[src/rtl/traffic_seq.sv]
// traffic_seq -- traffic-light phase sequencer.
//
// Steps a GREEN -> YELLOW -> RED cycle in auto mode, and also provides
// flashing yellow, forced red and pause modes, all selected by sw.
// Every output is registered.
//
// Optional build macro: SW_SYNC_EN
//   defined   -> sw passes through a two-flop synchronizer (reset to 2'b00)
//                before the sequencer sees it. This adds two cycles of
//                mode-change latency.
//   undefined -> sw is used directly. There is no synchronizer.
//
// Parameters (each is a phase length in clk cycles, legal range 1..15)
//   G_TIME      green phase length
//   Y_TIME      yellow phase length
//   R_TIME      red phase length
//   FLASH_TIME  flashing-yellow half-period
//
// Ports
//   clk            single clock; all state updates on its rising edge
//   rst            asynchronous, active-high reset (forces RED, full R_TIME)
//   sw[1:0]        mode: 00 auto, 01 flash yellow, 10 force red, 11 pause
//   control_r_out  red lamp command
//   control_y_out  yellow lamp command
//   control_g_out  green lamp command
//   remain[3:0]    cycles left in the current phase minus one
//   phase_start    one-cycle pulse in the first cycle of each new state
module traffic_seq #(
  parameter int G_TIME     = 8,
  parameter int Y_TIME     = 3,
  parameter int R_TIME     = 6,
  parameter int FLASH_TIME = 2
) (
  input  logic       clk,
  input  logic       rst,
  input  logic [1:0] sw,
  output logic       control_r_out,
  output logic       control_y_out,
  output logic       control_g_out,
  output logic [3:0] remain,
  output logic       phase_start
);

  typedef enum logic [2:0] {
    GREEN     = 3'd0,
    YELLOW    = 3'd1,
    RED       = 3'd2,
    FLASH_ON  = 3'd3,
    FLASH_OFF = 3'd4,
    FORCE_RED = 3'd5
  } state_t;

  // Mode encodings of sw.
  localparam logic [1:0] SW_AUTO  = 2'b00;
  localparam logic [1:0] SW_FLASH = 2'b01;
  localparam logic [1:0] SW_FORCE = 2'b10;
  localparam logic [1:0] SW_PAUSE = 2'b11;

  // The counter is loaded with the phase length minus one, so a phase lasts
  // exactly <phase>_TIME cycles including the cycle in which it loads.
  localparam logic [3:0] G_LOAD     = 4'(G_TIME - 1);
  localparam logic [3:0] Y_LOAD     = 4'(Y_TIME - 1);
  localparam logic [3:0] R_LOAD     = 4'(R_TIME - 1);
  localparam logic [3:0] FLASH_LOAD = 4'(FLASH_TIME - 1);

  // Lamp pattern {r, y, g} for each state. At most one bit is ever set.
  // An unknown state falls back to red, which is the safe aspect.
  function automatic logic [2:0] lamp_decode(input state_t s);
    logic [2:0] l;
    case (s)
      GREEN:     l = 3'b001;
      YELLOW:    l = 3'b010;
      FLASH_ON:  l = 3'b010;
      RED:       l = 3'b100;
      FORCE_RED: l = 3'b100;
      FLASH_OFF: l = 3'b000;
      default:   l = 3'b100;
    endcase
    return l;
  endfunction

  state_t     state_r;
  logic [3:0] cnt_r;
  logic [2:0] lamp_r;
  logic       phase_start_r;

  state_t     nxt_state_s;
  logic [3:0] nxt_cnt_s;
  logic       nxt_start_s;
  logic [1:0] sw_use_s;

`ifdef SW_SYNC_EN
  logic [1:0] sw_meta_r;
  logic [1:0] sw_sync_r;

  // Two-flop synchronizer that brings sw into the clk domain.
  always_ff @(posedge clk or posedge rst) begin
    if (rst) begin
      sw_meta_r <= 2'b00;
      sw_sync_r <= 2'b00;
    end else begin
      sw_meta_r <= sw;
      sw_sync_r <= sw_meta_r;
    end
  end

  assign sw_use_s = sw_sync_r;
`else
  assign sw_use_s = sw;
`endif

  // Next-state, counter and phase-start decode for the sequencer.
  always_comb begin
    nxt_state_s = state_r;
    nxt_cnt_s   = cnt_r;
    nxt_start_s = 1'b0;
    case (sw_use_s)
      SW_PAUSE: begin
        // Everything is frozen. Leaving pause resumes from the held values.
        nxt_state_s = state_r;
        nxt_cnt_s   = cnt_r;
        nxt_start_s = 1'b0;
      end
      SW_FORCE: begin
        if (state_r != FORCE_RED) begin
          nxt_state_s = FORCE_RED;
          nxt_cnt_s   = 4'd0;
          nxt_start_s = 1'b1;
        end else begin
          // Holding in forced red: the counter is pinned at zero.
          nxt_state_s = FORCE_RED;
          nxt_cnt_s   = 4'd0;
          nxt_start_s = 1'b0;
        end
      end
      SW_FLASH: begin
        case (state_r)
          FLASH_ON, FLASH_OFF: begin
            if (cnt_r == 4'd0) begin
              nxt_state_s = (state_r == FLASH_ON) ? FLASH_OFF : FLASH_ON;
              nxt_cnt_s   = FLASH_LOAD;
              nxt_start_s = 1'b1;
            end else begin
              nxt_cnt_s   = cnt_r - 4'd1;
              nxt_start_s = 1'b0;
            end
          end
          default: begin
            // Any auto state or forced red enters flashing with the lamp on.
            nxt_state_s = FLASH_ON;
            nxt_cnt_s   = FLASH_LOAD;
            nxt_start_s = 1'b1;
          end
        endcase
      end
      SW_AUTO: begin
        case (state_r)
          GREEN: begin
            if (cnt_r == 4'd0) begin
              nxt_state_s = YELLOW;
              nxt_cnt_s   = Y_LOAD;
              nxt_start_s = 1'b1;
            end else begin
              nxt_cnt_s   = cnt_r - 4'd1;
              nxt_start_s = 1'b0;
            end
          end
          YELLOW: begin
            if (cnt_r == 4'd0) begin
              nxt_state_s = RED;
              nxt_cnt_s   = R_LOAD;
              nxt_start_s = 1'b1;
            end else begin
              nxt_cnt_s   = cnt_r - 4'd1;
              nxt_start_s = 1'b0;
            end
          end
          RED: begin
            if (cnt_r == 4'd0) begin
              nxt_state_s = GREEN;
              nxt_cnt_s   = G_LOAD;
              nxt_start_s = 1'b1;
            end else begin
              nxt_cnt_s   = cnt_r - 4'd1;
              nxt_start_s = 1'b0;
            end
          end
          default: begin
            // Returning to auto from flash or forced red always goes
            // through a full red phase.
            nxt_state_s = RED;
            nxt_cnt_s   = R_LOAD;
            nxt_start_s = 1'b1;
          end
        endcase
      end
      default: begin
        nxt_state_s = state_r;
        nxt_cnt_s   = cnt_r;
        nxt_start_s = 1'b0;
      end
    endcase
  end

  // Sequencer state register. Lamps are decoded from the next state, so
  // they change on the same edge as the state itself.
  always_ff @(posedge clk or posedge rst) begin
    if (rst) begin
      state_r       <= RED;
      cnt_r         <= R_LOAD;
      lamp_r        <= 3'b100;
      phase_start_r <= 1'b0;
    end else begin
      state_r       <= nxt_state_s;
      cnt_r         <= nxt_cnt_s;
      lamp_r        <= lamp_decode(nxt_state_s);
      phase_start_r <= nxt_start_s;
    end
  end

  assign control_r_out = lamp_r[2];
  assign control_y_out = lamp_r[1];
  assign control_g_out = lamp_r[0];
  assign remain        = cnt_r;
  assign phase_start   = phase_start_r;

endmodule

[config.mk]
export PLATFORM = sky130hd
export DESIGN_NAME = traffic_seq
export DESIGN_NICKNAME = d
export VERILOG_FILES = /design/src/rtl/traffic_seq.sv
export SDC_FILE = /design/constraint.sdc
export NUM_CORES = 1
export LEC_CHECK = 0
export ABC_CLOCK_PERIOD_IN_PS = 3000
export CAP_MARGIN = 40
export CORE_UTILIZATION = 55
export DETAILED_ROUTE_END_ITERATION = 6
export GPL_ROUTABILITY_DRIVEN = 1
export GPL_TIMING_DRIVEN = 0
export PLACE_DENSITY = 0.86
export REMOVE_ABC_BUFFERS = 1
export SYNTH_ARGS = -nofsm -noshare
export SYNTH_HDL_FRONTEND = slang
export SYNTH_SLANG_ARGS = --single-unit
[constraint.sdc]
create_clock -name clk -period 3 [get_ports clk]
set_input_delay 0.45 -clock clk [delete_from_list [all_inputs] [get_ports clk]]
set_output_delay 0.45 -clock clk [all_outputs]
set_load 0.05 [all_outputs]
==> flow_summary.json <==
{
  "timing_max_transition_violations_final": 0,
  "grt.total_usage": 0.2713,
  "tritoncts": "yes",
  "numPortBuffers": 11,
  "worst_ep_arrival_time_ns": 1.72,
  "timing.critical_path.slowest_cell_delay_ns": 0.83,
  "multi_input_comb_area_um2": 414.1,
  "setup.reg_to_reg.worst_slack_ns": 1.10,
  "dominantRegCellSynth": "sky130_fd_sc_hd__dfrtp_1",
  "maximum_number_of_pins_on_one_net_before_global_route_repair": 20,
  "clk_root_buffer_cell": "sky130_fd_sc_hd__clkbuf_4",
  "num-fill-cells": 94,
  "detailedRoute.firstPassIterationCount": 4,
  "vias": 701,
  "met1_usage": 0.3077,
  "flip_flop_and_latch_count_after_synthesis": 11,
  "fmaxAchievable_mhz": 461.6,
  "postCtsSetupBuffers": 0,
  "run_status": "complete, no violations",
  "synth.yosys.seq_area_share": 0.3758,
  "yosys_warnings": 0,
  "placer_congestion": 0.8265,
  "async_reset_ff_frac": 1.000,
  "worst-path-buf-inv": 1,
  "netSwitchingFraction": 0.4381,
  "depth_of_the_worst_register_to_register_path": 5,
  "fin_util": 0.7342,
  "synth_cell_type_count": 34,
  "hold_class": "in2async",
  "busiest_layer": "met2",
  "tightestPinTransition_ns": 0.5611,
  "number_of_flops_mapped_to_enable_cells_by_yosys": 0,
  "powerDensity_nw_per_um2": 705.9,
  "global_route.overflow_total": 0,
  "finalWorstPathRequiredPeriod_ns": 2.166,
  "most_used_cells_in_the_layout_excluding_fill_and_tap_cells": "12 x sky130_fd_sc_hd__nor2_1, 11 x sky130_fd_sc_hd__clkdlybuf4s50_1, 10 x sky130_fd_sc_hd__a21oi_1, 9 x sky130_fd_sc_hd__nand2_1, 7 x sky130_fd_sc_hd__dfrtp_1",
  "leakage_nw": 0.3490,
  "netsw_mw": 0.2693,
  "nets": 108,
  "met2_track_usage_gr": 0.4500,
  "layout.cells.most_common": "sky130_fd_sc_hd__nor2_1",
  "dieArea_um2": 1507,
  "synth_area_um2": 745.7,
  "grt_pass1_vias": 665,
  "clock_tree.htree_level_count": 1,
  "syn_to_final_growth_pct": 16.78,
  "max-cap-violations": 0,
  "hold_buffers": 0,
  "detail-route-antenna-nets": 0,
  "grt.met3_usage": 0.09827,
  "criticalPathCategory": "reg2out",
  "critical_path.startpoint": "remain[0]",
  "worstReg2RegStart": "remain[1]",
  "ioPinCount": 12,
  "clkSlewWorstSetupHoldPaths_ns": 0.07,
  "insertion_delay_ns": 0.27,
  "remaining_drc_errors": 0,
  "crit_slowest_cell": "sky130_fd_sc_hd__clkdlybuf4s50_1",
  "antenna_found_initial": 0,
  "numClockSinks": 11,
  "coreArea_um2": 1186,
  "register_area_um2": 280.3,
  "starting_density": 0.6287,
  "p_clk_frac": 0.158,
  "cpLargestDelayFamily": "buffers and inverters",
  "die_height_um": 38.82,
  "irDropWorstVdd_mv": 0.4601,
  "die_x_um": 38.82,
  "worst_ep_required_time_ns": 2.55,
  "fin_crit_sh": 0.7222,
  "grt_first_pass_wirelength_mm": 2.760,
  "r2r-end": "remain[2]",
  "layout.cell_area.non_filler_um2": 870.8,
  "intPower_mw": 0.3454,
  "crit_end_element": "output pin",
  "fin_cells": 117,
  "crit_path_start_kind": "register",
  "fraction_of_layout_cells_with_a_size_suffix_above_1": 0.1165,
  "drt-total-wl_mm": 1.588,
  "share_seq_of_total_power": 0.397,
  "final_hold_viol_count": 0,
  "post-dp-hpwl_mm": 1.181,
  "placement_rows": 12,
  "gate_count_of_the_mapped_netlist": 95,
  "post_synth.cell_area_avg_um2": 7.850,
  "number_of_antenna_diodes": 0,
  "routedWlPerCell_um": 13.57,
  "per_cell_via_count_in_the_routed_design": 5.991,
  "setup-tns-final_ns": 0,
  "timing.slew.headroom": 0.6218,
  "timing.critical_path.cells": "clkdlybuf4s50_1",
  "tritoncts.num_buffers": 3,
  "max-clock-path-buffers": 2,
  "power_frac_comb": 0.445,
  "initialDrtViolationCount": 18,
  "finalSetupViolCount": 0,
  "rsz_0062_raised_after_global_routing": "no",
  "critical_path.max_fanout": 8,
  "placed_cells": 113,
  "finClkSkew_ns": 0.006126,
  "detailed_place.area_um2": 844.6,
  "post_cts_resized": 0
}
[synthesized netlist by cell type, drive strengths merged (2+ instances only)]
library cell  number  share of area
a21oi             10          0.067
and2               2          0.017
buf                2          0.013
clkbuf             5          0.025
dfrtp              7           0.23
dfstp              4           0.14
inv                6          0.030
nand2              9          0.045
nand2b             2          0.017
nor2              12          0.060
nor2b              2          0.017
nor3               6          0.040
o21ai              5          0.034
o221ai             2          0.023
o31ai              2          0.020
or2                2          0.017
[power groups by stage]
stage | Sequential [mW] | Clock [mW] | Combinational [mW]
6_report | 0.244 | 0.0973 | 0.274
3_5_place_dp | 0.245 | 0 | 0.274
2_1_floorplan | 0.308 | 0 | 0.126
5_1_grt | 0.251 | 0.110 | 0.301
3_3_place_gp | 0.243 | 0 | 0.269
4_1_cts | 0.243 | 0.103 | 0.275
[cell type report]
cell class | count | area share
multi-input cells | 71 | 0.4756
flip-flops and latches | 11 | 0.3218
clock buffers | 4 | 0.03017
repair buffers | 11 | 0.1264
well taps | 14 | 0.02011
inverters | 6 | 0.02586
[state kept, by name (all words and copies together) (netlist names)]
signal       cells
lamp_r           3
remain           4
state_r          3
phase_start      1
[worst max path at each step]
stage | to | depth (start not counted)
6_report | remain[0] | 1
5_1_grt | remain[0] | 1
2_1_floorplan | remain[2] | 5
3_3_place_gp | remain[2] | 6
4_1_cts | remain[0] | 1
3_5_place_dp | remain[2] | 6
[layer usage]
| layer | vias to the layer above | wire length [um] |
|---|---|---|
| li1 | 357 | - |
| met1 | 314 | 671 |
| met5 | - | 0 |
| met4 | 0 | 18 |
| met2 | 26 | 794 |
| met3 | 4 | 103 |
[kinds of logic after synthesis]
kind of cell | Yosys count | synth area share
muxes | 1 | 0.01342
and+or+nand+nor | 41 | 0.2718
adders and majority gates | 1 | 0.01342
xor gates and xnor gates | 1 | 0.01175
AOI/OAI and AO/OA | 27 | 0.2450
buffers and inverters | 13 | 0.06879
DFF | 11 | 0.3758
[metrics by stage]
stage	total power [mW]	setup slack [ns]	hold slack [ns]
after floorplan	0.4347	1.142	0.2996
after global placement	0.5121	0.7402	0.5741
after detailed placement	0.5197	0.7132	0.5973
after CTS	0.6208	0.8168	0.4683
after global routing	0.6625	0.7833	0.4904
final	0.6147	0.8335	0.4674
Power figures use the tool's default switching activity.
